**src/rtl/cpu_types_pkg.sv**
```systemverilog
// Shared CPU types: fetch FSM states, the IF/ID latch record and PC arithmetic.
package cpu_types_pkg;

  typedef logic [31:0] word_t;

  typedef enum logic [1:0] {
    RUN    = 2'd0,
    DRAIN  = 2'd1,
    HALTED = 2'd2
  } fetch_state_t;

  typedef struct packed {
    logic  valid;
    word_t instr;
    word_t pc;
    word_t npc;
    logic  pred_taken;
    word_t pred_target;
  } ifid_t;

  localparam word_t PC_STEP = 32'd4;

  // Sequential PC; wraps naturally at 2^32.
  function automatic word_t pc_plus4(input word_t pc);
    return pc + PC_STEP;
  endfunction

endpackage

```
**src/rtl/pc_fetch.sv**
```systemverilog
// Instruction fetch stage: PC register, BTB-steered next PC, IF/ID latch and the
// RUN/DRAIN/HALTED fetch FSM that parks a redirect until an outstanding miss returns.
module pc_fetch
  import cpu_types_pkg::*;
#(
  parameter word_t PC0 = 32'h0000_0000
) (
  input  logic        CLK,
  input  logic        nRST,
  input  logic        halt,
  input  logic        stall,
  input  logic        ex_redirect,
  input  logic [31:0] ex_target,
  output logic [31:0] btb_pc,
  input  logic        btb_taken,
  input  logic [31:0] btb_target,
  output logic        iREN,
  output logic [31:0] iaddr,
  input  logic        ihit,
  input  logic [31:0] iload,
  output logic        ifid_valid,
  output logic [31:0] ifid_instr,
  output logic [31:0] ifid_pc,
  output logic [31:0] ifid_npc,
  output logic        ifid_pred_taken,
  output logic [31:0] ifid_pred_target
);

  fetch_state_t state_q, state_d;
  word_t        pc_q, pc_d;
  word_t        redirect_pc_q, redirect_pc_d;
  ifid_t        ifid_q, ifid_d;
  logic         iren_q, iren_d;

  // Next-state, next-PC and IF/ID latch selection.
  always_comb begin
    state_d       = state_q;
    pc_d          = pc_q;
    redirect_pc_d = redirect_pc_q;
    ifid_d        = ifid_q;

    if (halt) begin
      state_d      = HALTED;
      ifid_d.valid = 1'b0;
    end else begin
      case (state_q)
        RUN: begin
          if (ex_redirect) begin
            ifid_d.valid = 1'b0;
            if (ihit) begin
              pc_d = ex_target;
            end else begin
              // The miss in flight still targets the old PC; keep iaddr stable until it lands.
              redirect_pc_d = ex_target;
              state_d       = DRAIN;
            end
          end else if (stall) begin
            ifid_d = ifid_q;
          end else if (ihit) begin
            ifid_d.valid       = 1'b1;
            ifid_d.instr       = iload;
            ifid_d.pc          = pc_q;
            ifid_d.npc         = pc_plus4(pc_q);
            ifid_d.pred_taken  = btb_taken;
            ifid_d.pred_target = btb_target;
            pc_d               = btb_taken ? btb_target : pc_plus4(pc_q);
          end else begin
            ifid_d.valid = 1'b0;
          end
        end
        DRAIN: begin
          ifid_d.valid = 1'b0;
          if (ihit) begin
            pc_d    = ex_redirect ? ex_target : redirect_pc_q;
            state_d = RUN;
          end else if (ex_redirect) begin
            redirect_pc_d = ex_target;
          end else begin
            redirect_pc_d = redirect_pc_q;
          end
        end
        HALTED: begin
          ifid_d.valid = 1'b0;
        end
        default: begin
          state_d      = HALTED;
          ifid_d.valid = 1'b0;
        end
      endcase
    end

    iren_d = (state_d != HALTED);
  end

  // State registers with synchronous active-low reset.
  always_ff @(posedge CLK) begin
    if (!nRST) begin
      state_q       <= RUN;
      pc_q          <= PC0;
      redirect_pc_q <= 32'h0000_0000;
      ifid_q        <= '0;
      iren_q        <= 1'b1;
    end else begin
      state_q       <= state_d;
      pc_q          <= pc_d;
      redirect_pc_q <= redirect_pc_d;
      ifid_q        <= ifid_d;
      iren_q        <= iren_d;
    end
  end

  assign btb_pc           = pc_q;
  assign iaddr            = pc_q;
  assign iREN             = iren_q;
  assign ifid_valid       = ifid_q.valid;
  assign ifid_instr       = ifid_q.instr;
  assign ifid_pc          = ifid_q.pc;
  assign ifid_npc         = ifid_q.npc;
  assign ifid_pred_taken  = ifid_q.pred_taken;
  assign ifid_pred_target = ifid_q.pred_target;

endmodule

```
**config.mk**
```make
export PLATFORM = sky130hd
export DESIGN_NAME = pc_fetch
export DESIGN_NICKNAME = d
export VERILOG_FILES = /design/src/rtl/cpu_types_pkg.sv /design/src/rtl/pc_fetch.sv
export SDC_FILE = /design/constraint.sdc
export NUM_CORES = 1
export LEC_CHECK = 0
export CAP_MARGIN = 20
export CORE_MARGIN = 1
export CORE_UTILIZATION = 42
export CTS_CLUSTER_SIZE = 12
export DETAILED_ROUTE_END_ITERATION = 12
export GPL_TIMING_DRIVEN = 0
export PLACE_DENSITY = 0.86
export SLEW_MARGIN = 20
export SYNTH_ARGS = -nofsm -noshare
export SYNTH_HDL_FRONTEND = slang
export SYNTH_SLANG_ARGS = --single-unit
```
**constraint.sdc**
```tcl
create_clock -name CLK -period 1.9 [get_ports CLK]
set_input_delay 0.19 -clock CLK [delete_from_list [all_inputs] [get_ports CLK]]
set_output_delay 0.19 -clock CLK [all_outputs]
set_load 0.02 [all_outputs]
```
==> flow_summary.toml, run 1 <==
[placement]
dpl_worst_slack_ns = -0.813
placed_cells = 1714
dp_hpwl_um = 25300
port_buffers = 295
globalplace.congestion = 0.919

[timing]
slew_headroom = 0.386
drv_slew = 0
fmax_mhz = 501
worst_slew_pin_slew_ns = 0.920
min_period_ns = 2.00
finalSetupTns_ns = -1.14
hold_viol_final = 0
rsz0062_at_grt = "true"
worst_slack_ns = -0.0974
finalSetupViolCount = 33
period_share = 1.05
skew_ns = 0.00747

[status]
violations = "negative setup slack"
status = "complete, but fails checks"

[routing]
viasPerCell = 5.82
route.detailed.drc = 0
dr.pass1.iters = 10
drt-total-wl_um = 35900
ant_nets = 0
routedWlPerCell_um = 20.1
vias = 10400
drtIter0Drc = 1565

[floorplan]
start_util = 0.432
die_w_um = 147
ioPinCount = 298
core_area_mm2 = 0.0204
fp-row-count = 52
dieArea_mm2 = 0.0216
die_h_um = 147

[cts]
clk_transition_reported_paths_ns = 0.07
cts_hold_buf = 0
root_buffer = "clkbuf_16"
clk_path_buf_depth = 2
tritoncts = "done"
clk_latency_ns = 0.44
cts_buffers = 17
htree_levels = 4
cts.sinks = 195

[power_and_ir_drop]
finalPower_mw = 9.40
switchingPower_mw = 2.57
pwr-share-clk = 0.393
p_comb_frac = 0.151
internal-power_mw = 6.83
power_leakage_nw = 4.91
p_sw_frac = 0.273
seqPwrFrac = 0.455
vdd_ir_drop_max_v = 0.000677
p_per_area_mw_per_mm2 = 689

[global_route]
grt_overflow = 0
grt_pass1_vias = 9380
grt_pass1_wl_um = 51600
antenna_found_initial = 5
grt_max_degree = 18
grtUsageTotal = 0.309

[setup_path]
endpoint_kind = "register"
crit_slowest_cell = "or3_1"
cp_common_cell = "nand4_1"
cp_data_arrival_time_ns = 2.35
crit_fanout = 8
crit_family = "simple AND/OR/NAND/NOR gates"
regToRegEndpoint = "btb_pc[16]$_SDFFE_PN0P_"
slowest_delay_ns = 0.40
critPathRequiredTime_ns = 2.25
cp-start-kind = "register"
crit_buf_inv = 1
cp_cell_sequence = "buf_6 -> nand4_1 -> nor2_4 -> nand4_1 -> or3_1 -> a41oi_1"
reg2reg_from = "btb_pc[4]$_SDFFE_PN0P_"
reg2reg_depth = 6
path_class = "register to register"
reg2reg_slack_ns = -0.1

[logic_synthesis]
synthXorXnorAreaFrac = 0.0268
synth-edff-count = 0
ys_seq_area_frac = 0.442
ys_async_sr_fraction = 0
synth_cells = 1149
synthMuxAreaShare = 0.0113
synth_nets = 1253
syn_area_mm2 = 0.00883
synth-compound-area-share = 0.210
synth_top_family_by_area = "simple AND/OR/NAND/NOR gates"
avgSynthCellArea_um2 = 7.68
yosys.area_share.simple = 0.226
synth.distinct_cells = 60
yosysWarningCount = 0
synth_fa_ha_area_frac = 0.00142
ys.flop_type = "dfxtp_1"
synth_seq_cells = 195

[hold_path]
hold_depth = 2
worstHoldStart = "ihit"
hold_path_class = "primary input to register"
whs_endpoint = "state_q[0]$_SDFF_PN0_"

[final_layout]
final_cell_mix = "299 x nand2_1, 294 x clkdlybuf4s50_1, 174 x a21oi_1, 170 x dfxtp_1, 81 x buf_4"
area_growth_pct = 54.5
fin_util = 0.668
instances_no_fill = 1788
layout_commonest_cell = "nand2_1"
nets = 1605
fill_cells = 1586
drive_above_1_share = 0.170

[flow_run]
max_cap_viol_count = 0
repair_timing:
| action | 4_1_cts | 5_1_grt |
|---|---|---|
| resized for setup | 100 | 98 |
| pin swaps | 5 | 23 |
| setup buffers | 16 | 21 |
| cloned | 3 | 0 |
| setup endpoints to repair | 169 | 160 |
registers in the layout, summed over array words and instances, names as in the netlist, 2 cells and up:
name	count
ifid_instr	32
state_q	2
ifid_pc	32
btb_pc	32
redirect_pc_q	32
ifid_pred_target	32
ifid_npc	30
worst register-to-register path: stages (launching register included):
cell	delay, ns
dfxtp_1	0.39
buf_6	0.16
nand4_1	0.26
nor2_4	0.27
nand4_1	0.23
or3_1	0.40
a41oi_1	0.20
power by group through the flow:
| stage | Clock [mW] | Sequential (mW) | Combinational, mW |
|---|---|---|---|
| 4_1_cts | 3.70 | 4.28 | 1.32 |
| 6_report | 3.70 | 4.28 | 1.42 |
| 2_1_floorplan | 0 | 4.44 | 0.522 |
| 5_1_grt | 3.87 | 4.28 | 1.48 |
| 3_5_place_dp | 0 | 4.37 | 1.26 |
| 3_3_place_gp | 0 | 4.37 | 1.24 |
cell usage after synthesis (2+ instances only):
master     count  area share
nand2_1      314        0.13
dfxtp_1      195        0.44
a21oi_1      183        0.10
clkbuf_1      56       0.024
o21ai_0       42       0.024
buf_4         34       0.029
nor2_1        34       0.014
buf_2         32       0.018
nand3_1       29       0.016
a31oi_1       25       0.018
nor3_1        18       0.010
a211oi_1      16       0.014
xor2_1        15       0.015
nand4_1       14      0.0099
and3_1        12      0.0085
xnor2_1       12       0.012
mux2i_1       10       0.011
o211ai_1      10      0.0085
and2_1         8      0.0057
inv_1          7      0.0030
nor4_1         7      0.0050
o221a_2        7      0.0089
buf_1          6      0.0026
or3_1          6      0.0043
and4_1         5      0.0050
a2111o_1       4      0.0051
buf_6          3      0.0038
clkbuf_2       3      0.0017
a21o_1         2      0.0017
a221oi_1       2      0.0020
a31o_2         2      0.0020
a41oi_1        2      0.0020
nand2b_1       2      0.0014
nor2b_1        2      0.0014
o2111ai_1      2      0.0020
o21a_1         2      0.0017
o22ai_1        2      0.0014
o31ai_1        2      0.0017
metal layers:
metal  vias to the layer above  GRT usage  wire, um
met5                         -          0        10
li1                       4630          -         -
met1                      4754      0.382     13500
met2                       850      0.495     16200
met4                         2      0.168      1920
met3                       174     0.0773      4270
kinds of logic after synthesis:
logic type | Yosys count
AO/OA/AOI/OAI | 315
XOR/XNOR | 27
adder cells (fa/ha/maj) | 1
buffers and inverters | 142
flip-flops | 195
multiplexers | 10
AND/OR/NAND/NOR | 459
through the flow:
stage               hold slack [ns]  area (um^2)
floorplan                     0.269         8850
global placement              0.439        12100
detailed placement            0.446        12100
CTS                           0.255        13200
global route                 0.0632        13600
finish                       0.0601        13600
worst max-delay path by stage:
stage / startpoint / to / slack (ns) / depth (start not counted)
finish: btb_pc[4]$_SDFFE_PN0P_ / btb_pc[16]$_SDFFE_PN0P_ / -0.1 / 6
global route: state_q[1]$_SDFF_PN0_ / ifid_instr[9]$_SDFFE_PN0P_ / -0.12 / 7
CTS: state_q[0]$_SDFF_PN0_ / btb_pc[21]$_SDFFE_PN0P_ / -0.05 / 7
detailed placement: btb_taken / btb_pc[21]$_SDFFE_PN0P_ / -0.81 / 8
global placement: btb_taken / btb_pc[21]$_SDFFE_PN0P_ / -0.80 / 8
floorplan: btb_pc[17]$_SDFFE_PN0P_ / btb_pc[25]$_SDFFE_PN0P_ / -0.06 / 7
area by class of cell:
cell class              instances  area (um^2)  area share
clock buffers                  19          443      0.0325
flip-flops and latches        195         3960       0.290
diodes                          4         10.0    0.000734
multi-input cells             812         4500       0.330
well taps                     270          338      0.0248
inverters                       8         30.0     0.00220
plain buffers                 132          886      0.0649
clock inverters                13          148      0.0108
repair buffers                335         3330       0.244
(Power assumes the default switching activity.)
==> run 2: changes to the inputs <==
--- a/config.mk
+++ b/config.mk
@@ -12,5 +12,5 @@
 export DETAILED_ROUTE_END_ITERATION = 12
 export GPL_TIMING_DRIVEN = 0
-export PLACE_DENSITY = 0.86
+export PLACE_DENSITY = 0.78
 export SLEW_MARGIN = 20
 export SYNTH_ARGS = -nofsm -noshare
==> constraint.sdc (replaced) <==
create_clock -name CLK -period 1.9 [get_ports CLK]
set_input_delay 0.19 -clock CLK [delete_from_list [all_inputs] [get_ports CLK]]
set_output_delay 0.19 -clock CLK [all_outputs]
set_load 0.05 [all_outputs]
==> flow_summary.toml, run 2 (synthesized netlist as in run 1, its figures left out) <==
[setup_path]
cp_data_arrival_time_ns = 2.36
crit_fanout = 10
crit_buf_inv = 2
endpoint_kind = "register"
cp.depth = 7
critPathRequiredTime_ns = 2.23
crit_slowest_cell = "dfxtp_4"
path_class = "register to register"
cp-start-kind = "register"
reg2reg_depth = 7
crit_family = "simple AND/OR/NAND/NOR gates"
slowest_delay_ns = 0.40
cp_cell_sequence = "buf_4 -> nand2_1 -> nor2_2 -> buf_4 -> nand4b_1 -> xor2_1 -> a21oi_1"
cp_common_cell = "buf_4"

[cts]
clk_path_buf_depth = 2
cts.sinks = 195
clk_transition_reported_paths_ns = 0.08
root_buffer = "clkbuf_16"
clk_latency_ns = 0.45
tritoncts = "done"
cts_buffers = 17
cts_hold_buf = 0
htree_levels = 4

[routing]
drtIter0Drc = 1445
drt-total-wl_um = 37000
viasPerCell = 5.75
route.detailed.drc = 0
ant_nets = 0
routedWlPerCell_um = 20.7
vias = 10300
dr.pass1.iters = 9

[global_route]
grtUsageTotal = 0.308
antenna_found_initial = 0
grt_overflow = 0
grt_pass1_vias = 8777
grt_pass1_wl_um = 51300
grt_max_degree = 20

[timing]
worst_slack_ns = -0.131
fmax_mhz = 492
skew_ns = 0.00728
min_period_ns = 2.03
finalSetupViolCount = 88
hold_viol_final = 0
slew_headroom = 0.419
rsz0062_at_grt = "true"
period_share = 1.07
worst_slew_pin_slew_ns = 0.872
hold_slack_ns = 0.158
drv_slew = 0

[floorplan]
fp-row-count = 52
core_area_mm2 = 0.0204
die_w_um = 147
die_h_um = 147
ioPinCount = 298
start_util = 0.432
dieArea_mm2 = 0.0216

[power_and_ir_drop]
finalPower_mw = 9.89
power_leakage_nw = 5.67
vdd_ir_drop_max_v = 0.000558
p_per_area_mw_per_mm2 = 685

[status]
violations = "negative setup slack"
status = "complete, but fails checks"

[placement]
port_buffers = 295
dpl_worst_slack_ns = -0.822
globalplace.congestion = 0.914
dp_hpwl_um = 24900
placed_cells = 1714

[final_layout]
drive_above_1_share = 0.240
fill_cells = 1559
instances_no_fill = 1789
area_growth_pct = 63.5
final_cell_mix = "248 x nand2_1, 238 x clkdlybuf4s50_1, 166 x dfxtp_1, 132 x a21oi_1, 73 x buf_4"
nets = 1610
n_antenna_cell = 0
layout_commonest_cell = "nand2_1"

[hold_path]
hold_path_class = "primary input to register"
hold_depth = 2

[flow_run]
max_cap_viol_count = 0
[run 2: power breakdown]
| group | switching, mW | internal [mW] |
|---|---|---|
| Combinational | 1.04 | 0.661 |
| Sequential | 0.110 | 4.18 |
| Clock | 1.86 | 2.04 |
[run 2: path summary, 6_finish.rpt]
path                               from                          to  slack [ns]
min reg2reg  ifid_instr[4]$_SDFFE_PN0P_  ifid_instr[4]$_SDFFE_PN0P_        0.46
max              btb_pc[2]$_SDFFE_PN0P_   ifid_npc[27]$_SDFFE_PN0P_       -0.13
min                                ihit       state_q[0]$_SDFF_PN0_        0.16
max reg2reg      btb_pc[2]$_SDFFE_PN0P_   ifid_npc[27]$_SDFFE_PN0P_       -0.13
[run 2: timing repair]
item                       4_1_cts  5_1_grt
setup endpoints to repair      196      168
pin swaps                       16      121
buffers inserted                14       18
gates cloned                     2       11
resized for setup              135      260
[run 2: area by class of cell]
class                           count  area [um^2]  share of cell area
Clock inverter                     13          159              0.0110
Inverter                            8         30.0             0.00208
Sequential cell                   195         3970               0.275
Multi-Input combinational cell    812         5000               0.347
Clock buffer                       19          475              0.0329
Timing Repair Buffer              339         3500               0.243
Buffer                            133          958              0.0664
Tap cell                          270          338              0.0234
[run 2: stage by stage]
step           utilization  TNS [ns]  area [um^2]
2_1_floorplan            -   -0.0535         8910
3_3_place_gp         0.597   -100.80        12200
3_5_place_dp         0.597   -106.87        12200
4_1_cts              0.647   -0.0234        13200
5_1_grt              0.707     -4.91        14400
6_report             0.707     -1.90        14400
[run 2: layer usage]
metal / wire (um) / vias to the layer above / global-route usage
met5: 0 / - / 0
met2: 17000 / 702 / 0.480
li1: - / 4655 / -
met4: 1380 / 0 / 0.0969
met3: 4330 / 130 / 0.0727
met1: 14300 / 4802 / 0.419
==> run 3: changes to the inputs <==
Settings changed: GPL_TIMING_DRIVEN 0 to default.
==> flow_summary.toml, run 3 (synthesized netlist as in run 1, its figures left out) <==
[status]
status = "complete, but fails checks"
violations = "negative setup slack"

[floorplan]
core_area_mm2 = 0.0204
die_w_um = 147
start_util = 0.432
die_h_um = 147
fp-row-count = 52
ioPinCount = 298
dieArea_mm2 = 0.0216

[setup_path]
endpoint_kind = "register"
reg2reg_depth = 5
path_class = "register to register"
regToRegEndpoint = "btb_pc[30]$_SDFFE_PN0P_"
crit_fanout = 5
reg2reg_from = "btb_pc[16]$_SDFFE_PN0P_"
cp-start-kind = "register"
reg2reg_slack_ns = -0.06
crit_family = "simple AND/OR/NAND/NOR gates"
slowest_delay_ns = 0.43
cp.depth = 5
critPathRequiredTime_ns = 2.21
crit_slowest_cell = "a2111oi_1"
cp_common_cell = "nand4_1"
crit_buf_inv = 0
cp_cell_sequence = "nand4_1 -> nor4_4 -> nand4_1 -> mux2i_1 -> a2111oi_1"
cp_data_arrival_time_ns = 2.27
startpoint = "btb_pc[16]$_SDFFE_PN0P_"

[global_route]
antenna_found_initial = 1
grt_max_degree = 58
grt_pass1_wl_um = 46800
grtUsageTotal = 0.274
grt_pass1_vias = 8596
grt_overflow = 0

[placement]
dp_hpwl_um = 21900
globalplace.congestion = 0.892
placed_cells = 1687
dpl_worst_slack_ns = -0.268
dpl_cell_area_mm2 = 0.0124
port_buffers = 297

[power_and_ir_drop]
internal-power_mw = 6.71
p_per_area_mw_per_mm2 = 726
seqPwrFrac = 0.447
p_comb_frac = 0.164
switchingPower_mw = 2.77
p_sw_frac = 0.293
pwr-share-clk = 0.389
power_leakage_nw = 4.90
vdd_ir_drop_max_v = 0.000656

[timing]
worst_slack_ns = -0.0561
min_period_ns = 1.96
finalSetupTns_ns = -0.0561
fmax_mhz = 511
slew_headroom = 0.632
period_share = 1.03
skew_ns = 0.00845
drv_slew = 0
hold_viol_final = 0
rsz0062_at_grt = "true"
worst_slew_pin_slew_ns = 0.550
finalSetupViolCount = 1

[cts]
cts_buffers = 17
tritoncts = "done"
cts.sinks = 195
clk_latency_ns = 0.44
root_buffer = "clkbuf_16"
clk_path_buf_depth = 2
clk_transition_reported_paths_ns = 0.07
htree_levels = 4
cts_hold_buf = 0

[hold_path]
hold_depth = 2
hold_path_class = "primary input to register"
whs_endpoint = "ifid_valid$_SDFFE_PP0N_"
worstHoldStart = "ex_redirect"

[final_layout]
area_growth_pct = 48.0
instances_no_fill = 1724
finalInstanceArea_mm2 = 0.0131
layout_commonest_cell = "nand2_1"
drive_above_1_share = 0.143
nets = 1544
final_cell_mix = "313 x nand2_1, 235 x clkdlybuf4s50_1, 181 x a21oi_1, 168 x dfxtp_1, 105 x buf_4"
fin_util = 0.640

[routing]
drt-total-wl_um = 30200
viasPerCell = 5.46
route.detailed.drc = 0
routedWlPerCell_um = 17.5
vias = 9415
drtIter0Drc = 886
dr.pass1.iters = 6
ant_nets = 0

[flow_run]
max_cap_viol_count = 0
==> run 3: through the flow <==
stage               power (mW)  hold slack (ns)
detailed placement        5.89            0.443
CTS                       9.49           0.0562
global route              9.77            0.103
finish                    9.48           0.0801
floorplan                 5.21            0.269
global placement          5.87            0.437
==> run 3: how the worst max path moves through the flow <==
stage | slack [ns] | endpoint
2_1_floorplan | -0.05 | btb_pc[25]$_SDFFE_PN0P_
3_3_place_gp | -0.24 | ifid_pc[9]$_SDFFE_PN0P_
3_5_place_dp | -0.27 | ifid_pc[28]$_SDFFE_PN0P_
4_1_cts | 0.003 | iaddr[0]
5_1_grt | -0.14 | btb_pc[30]$_SDFFE_PN0P_
6_report | -0.06 | btb_pc[30]$_SDFFE_PN0P_
==> run 3: power groups by stage <==
| stage | Combinational (mW) | Sequential, mW | Clock, mW |
|---|---|---|---|
| floorplan | 0.597 | 4.61 | 0 |
| global placement | 1.54 | 4.33 | 0 |
| detailed placement | 1.56 | 4.34 | 0 |
| CTS | 1.53 | 4.24 | 3.72 |
| global route | 1.64 | 4.25 | 3.88 |
| finish | 1.55 | 4.24 | 3.69 |
==> run 3: layer usage <==
| layer | vias up | global-route usage | share of wire |
|---|---|---|---|
| met3 | 48 | 0.0640 | 0.090 |
| met4 | 0 | 0.0902 | 0.020 |
| met1 | 4374 | 0.376 | 0.43 |
| li1 | 4511 | - | - |
| met5 | - | 0 | 0 |
| met2 | 482 | 0.422 | 0.46 |
==> run 3: layout make-up <==
cell class              count  area [um^2]
repair buffers            406         3850
clock buffers              18          450
inverters                   8         32.5
diodes                      1         2.50
flip-flops and latches    195         3960
multi-input cells         812         4300
clock inverters            14          143
fillers                  1748         7360
well taps                 270          338
==> run 3: what timing repair did <==
item	4_1_cts	5_1_grt
setup buffers	0	4
gates cloned	0	0
gates resized for setup	51	14
endpoints found under the setup margin	52	18
pin swaps	0	5
